$ cat src/rtl/dac_ctrl_pkg.sv
// Shared definitions for the DAC frame serializer: FSM states, default
// geometry and the frame-length helper.
package dac_ctrl_pkg;

  typedef enum logic [1:0] {
    ST_IDLE,
    ST_HEAD,
    ST_DATA,
    ST_PAD
  } state_t;

  localparam int DEF_NCH   = 12;
  localparam int DEF_LANES = 8;
  localparam int DEF_DW    = 8;
  localparam int DEF_PAD   = 6;
  localparam int DEF_GAP   = 1;
  localparam int GAP_W     = 4;

  // Cycles SYNC is held low: two power-down bits, the data word, the pad.
  function automatic int frame_len(input int dw, input int pad);
    return 2 + dw + pad;
  endfunction

endpackage

$ cat src/rtl/dac_frame_serializer.sv
// Multi-lane DAC frame serializer: one-entry shadow buffer feeding a hold
// register that is shifted out MSB-first on every lane under a low SYNC.
module dac_frame_serializer
  import dac_ctrl_pkg::*;
#(
  parameter int NCH   = DEF_NCH,
  parameter int LANES = DEF_LANES,
  parameter int DW    = DEF_DW,
  parameter int PAD   = DEF_PAD,
  parameter int GAP   = DEF_GAP
) (
  input  logic                      SCLK,
  input  logic                      RESET,
  input  logic                      EN,
  input  logic                      CONT,
  input  logic [1:0]                PD,
  input  logic [NCH*LANES*DW-1:0]   DIN,
  input  logic                      DIN_VALID,
  output logic                      DIN_READY,
  output logic [NCH*LANES-1:0]      SDATA,
  output logic                      SYNC,
  output logic                      DONE,
  output logic                      UNDERRUN
);

  localparam int NL = NCH * LANES;
  localparam int WD = NL * DW;
  localparam int CW = $clog2(frame_len(DW, PAD));

  state_t             state_q;
  logic [WD-1:0]      shadow_q;
  logic [WD-1:0]      hold_q;
  logic               shadow_full_q;
  logic               hold_valid_q;
  logic               pd0_q;
  logic [GAP_W-1:0]   gap_q;
  logic [CW-1:0]      bit_cnt_q;
  logic [NL-1:0]      sdata_q;
  logic               sync_q;
  logic               done_q;
  logic               underrun_q;

  logic [NL-1:0]      data_bits;
  logic               capture;
  logic               start;

  assign capture = DIN_VALID & ~shadow_full_q;

  // gap_q counts completed high cycles; the current one makes it >= GAP.
  assign start = EN && (state_q == ST_IDLE) && (gap_q >= GAP_W'(GAP - 1)) &&
                 (shadow_full_q || (CONT && hold_valid_q));

  generate
    for (genvar gi = 0; gi < NL; gi++) begin : g_lane
      localparam int C = gi / LANES;
      localparam int L = gi % LANES;
      logic [DW-1:0] word_shl;
      assign word_shl      = hold_q[(L*NCH+C)*DW +: DW] << bit_cnt_q;
      assign data_bits[gi] = word_shl[DW-1];
    end
  endgenerate

  always_ff @(posedge SCLK) begin
    if (RESET) begin
      state_q       <= ST_IDLE;
      shadow_full_q <= 1'b0;
      hold_valid_q  <= 1'b0;
      pd0_q         <= 1'b0;
      gap_q         <= GAP_W'(GAP);
      bit_cnt_q     <= '0;
      sdata_q       <= '0;
      sync_q        <= 1'b1;
      done_q        <= 1'b0;
      underrun_q    <= 1'b0;
    end else begin
      done_q     <= 1'b0;
      underrun_q <= 1'b0;

      // Capture only happens with the shadow empty, so it never races the
      // shadow-to-hold transfer below.
      if (capture) begin
        shadow_q      <= DIN;
        shadow_full_q <= 1'b1;
      end

      if (EN) begin
        case (state_q)
          ST_IDLE: begin
            if (start) begin
              if (shadow_full_q) begin
                hold_q        <= shadow_q;
                hold_valid_q  <= 1'b1;
                shadow_full_q <= 1'b0;
              end else begin
                underrun_q <= 1'b1;
              end
              pd0_q     <= PD[0];
              sync_q    <= 1'b0;
              sdata_q   <= {NL{PD[1]}};
              bit_cnt_q <= '0;
              state_q   <= ST_HEAD;
            end else if (gap_q != {GAP_W{1'b1}}) begin
              gap_q <= gap_q + 1'b1;
            end
          end
          ST_HEAD: begin
            sdata_q   <= {NL{pd0_q}};
            bit_cnt_q <= '0;
            state_q   <= ST_DATA;
          end
          ST_DATA: begin
            sdata_q <= data_bits;
            if (bit_cnt_q == CW'(DW - 1)) begin
              bit_cnt_q <= '0;
              state_q   <= ST_PAD;
            end else begin
              bit_cnt_q <= bit_cnt_q + 1'b1;
            end
          end
          ST_PAD: begin
            sdata_q <= '0;
            if (bit_cnt_q == CW'(PAD)) begin
              sync_q    <= 1'b1;
              done_q    <= 1'b1;
              gap_q     <= '0;
              bit_cnt_q <= '0;
              state_q   <= ST_IDLE;
            end else begin
              bit_cnt_q <= bit_cnt_q + 1'b1;
            end
          end
          default: state_q <= ST_IDLE;
        endcase
      end
    end
  end

  assign DIN_READY = ~shadow_full_q;
  assign SDATA     = sdata_q;
  assign SYNC      = sync_q;
  assign DONE      = done_q;
  assign UNDERRUN  = underrun_q;

endmodule

$ cat config.mk
export PLATFORM = sky130hd
export DESIGN_NAME = dac_frame_serializer
export DESIGN_NICKNAME = d
export VERILOG_FILES = /design/src/rtl/dac_ctrl_pkg.sv /design/src/rtl/dac_frame_serializer.sv
export SDC_FILE = /design/constraint.sdc
export NUM_CORES = 1
export LEC_CHECK = 0
export CORE_AREA = 2 2 355 357
export DETAILED_ROUTE_END_ITERATION = 10
export DIE_AREA = 0 0 357 359
export PLACE_DENSITY_LB_ADDON = 0.2
export SYNTH_ARGS = -nofsm -noshare
export SYNTH_HDL_FRONTEND = slang
export SYNTH_SLANG_ARGS = --single-unit
$ cat constraint.sdc
create_clock -name SCLK -period 237.8 [get_ports SCLK]
set_input_delay 71.34 -clock SCLK [delete_from_list [all_inputs] [get_ports SCLK]]
set_output_delay 71.34 -clock SCLK [all_outputs]
set_load 0.01 [all_outputs]
==> summary.txt <==
Cells and area
  – Final net count: between 4,000 and 5,000
  – Final Non-Filler Cells: 5,078
  – Core Util, Final: 0.574
  – Most frequent cells in the layout: edfxtp_1, clkdlybuf4s50_1, mux4_2
  – Commonest non-fill, non-tap cell in the layout: edfxtp_1
  – Layout cell share with drive strength beyond 1: 0.138
  – Layout area overhead: 28.5%

Global routing
  – First-pass GRT wire length: 184 mm
  – Total GRT Usage: 0.202
  – Antenna violations before repair: 37
  – Largest net degree at the start of global routing: around 190
  – Vias in the first global route: roughly 28,000
  – Total global routing overflow: 0

STA
  – Setup TNS: 0 ns
  – Normalized max-slew margin: 0.238
  – Crit path time final: about 76 ns
  – Final Cycle Share: 0.320
  – Fin. Hold Viols: 0
  – Unrepaired setup endpoints after global routing: no
  – F_max: 13.1 MHz
  – Setup Viol. Count Final: 0
  – Worst-Margin Slew: about 1.1 ns
  – Clock skew: roughly 0.031 ns
  – Slew Limit Fails: 0

Synth
  – Flop and latch count out of synthesis: around 1,600
  – Synthesized net count: 3,069
  – YS warnings: 0
  – Avg Inst Size Synth: around 24 um2
  – Syn Inst Count: between 2,000 and 2,500
  – Sequential area share after synthesis: 0.867
  – Synth Cell Area: around 56,000 um2
  – Cell variety after synth: 40

Detailed routing
  – DRC Markers: 0
  – Vias: between 20,000 and 30,000
  – Post-route ant nets: 0
  – DR iter-0 viols: roughly 2,500
  – WL/cell: between 20 and 30 um
  – Avg Vias per Cell: 5.16
  – Drt pass-1 iters: 5
  – Final Routed Wirelength: roughly 130 mm

Die
  – Die H: ~360 um
  – Core Box Area: roughly 120,000 um2
  – DIE AREA: 128,000 um2
  – Starting Density: 0.447
  – Row cnt: 130
  – Num ports: between 800 and 900
  – Die width: about 360 um

Worst setup path
  – Critical Path Max Stage Delay: around 0.96 ns
  – Crit path required time: roughly 240 ns
  – Critical path type: in -> reg
  – Most common cell type on the critical path: buf_4
  – Crit-path cells: clkdlybuf4s50_1, nand2_1, nor3_2, buf_4, buf_4, buf_4, buf_4, buf_4
  – Slowest stage cell, crit path: buf_4
  – CP max FO: 91
  – R2R cell count: 9
  – Worst EP arrival: roughly 77 ns
  – Setup crit end kind: flop
  – CP Launch Type: input pin

Pwr
  – Pwr dens: just under 9 nW/um2
  – Final Power: just over 0.0006 W
  – Peak supply drop: slightly above 8 uV
  – LEAKAGE: around 23 nW

Clocking
  – Htree depth: 4
  – CTS-repair resized insts: 0
  – Setup Buffers After CTS: 0
  – CTS Root Cell: clkbuf_16
  – CTS Sinks: 1,644
  – Worst-skew pair later-pin latency: slightly below 0.8 ns
  – CTS Buf Count: ~160
  – CTS max path bufs: 3
  – CTS tree: built
  – Hold-fix buffers at CTS: 0
  – Clock slew at reported path FFs: ~0.06 ns

Placed design
  – IO buf count: about 870
  – Final RePlAce weighted congestion: 0.837
  – Placed Instances: between 4,000 and 5,000
  – Post-detail-place hpwl: 87.2 mm

Worst hold path
  – Hold Path Cell Cnt: 0
  – Min-delay worst type: reg -> reg

Outcome
  – Status: completed

Run
  – Max Cap Viol: 0
## worst max-delay path, delay by kind of cell
kind	cells	cell delay [ns]
buffers and inverters	6	4.70
AND/OR/NAND/NOR	2	0.27
## power breakdown
group          total [W]  internal, W  switching [W]
combinational  0.0000388    0.0000209      0.0000179
sequential      0.000332     0.000329     0.00000353
clock           0.000248     0.000142       0.000105
total           0.000619     0.000492       0.000127
## through the flow
step	setup WS, ns	instance area, um2	hold slack (ns)
after floorplan	111.38	55700	0.400
after global placement	161.06	66300	0.400
after CTS	161.69	71500	0.398
after global routing	161.29	71500	0.406
after detailed placement	160.81	66300	0.405
final	161.66	71500	0.400
## state kept, by name (all words and copies together) (netlist names)
register / flops
UNDERRUN: 1
hold_valid_q: 1
hold_q: 768
bit_cnt_q: 4
SYNC: 1
shadow_q: 768
shadow_full_q: 1
SDATA: 96
DONE: 1
pd0_q: 1
state_q: 2
## cells by family after synthesis
group,share of synthesized area
compound gates,0.0223
mux,0.0951
flops,0.867
fa+ha+maj,0.00180
buf+inv,0.0107
simple gates,0.00281
## Yosys cell counts, drive strengths merged
master	instances	area [um2]
a211oi	1	7.51
dfxtp	108	2160
o31ai	1	7.51
edfxtp	1536	46100
nor3	3	15.0
a21oi	102	526
nand2	7	26.3
nand3b	4	30.0
buf	63	432
o21ai	2	10.0
nor2	3	11.3
ha	8	100
o22ai	96	601
clkbuf	34	128
inv	9	33.8
nor4b	1	8.76
mux2i	97	971
a221oi	2	35.0
and3	1	6.26
a41o	1	10.0
and4	1	8.76
nor4	3	18.8
nor2b	1	6.26
or4	1	7.51
o311ai	1	8.76
a22oi	1	7.51
or3	1	6.26
and2	1	6.26
a311oi	1	8.76
nand3	1	5.00
a21o	2	15.0
mux4	192	4320
a31oi	1	6.26
## worst paths after layout
path            startpoint          end  slack, ns
min reg2reg  shadow_q[145]  hold_q[145]       0.40
min          shadow_q[145]  hold_q[145]       0.40
max reg2reg     state_q[0]  hold_q[410]     231.90
max                     EN  hold_q[410]     161.66
## cell type report
cell class              count  area, um2
well taps                1650       2060
multi-input cells         536       6820
diodes                     27       67.6
inverters                   9       38.8
clock inverters            63        583
clock buffers             242       4610
repair buffers            907       9040
flip-flops and latches   1644      48300
fillers                  9159      53100
## per-layer routing
| layer | vias to the layer above | wire length [um] | global-route usage |
|---|---|---|---|
| met4 | 26 | 4010 | 0.0788 |
| met2 | 1117 | 65800 | 0.336 |
| li1 | 11500 | - | - |
| met1 | 13300 | 49900 | 0.250 |
| met5 | - | 159 | 0 |
| met3 | 218 | 11100 | 0.0596 |
Note: power is estimated with default switching activity, not from simulation.
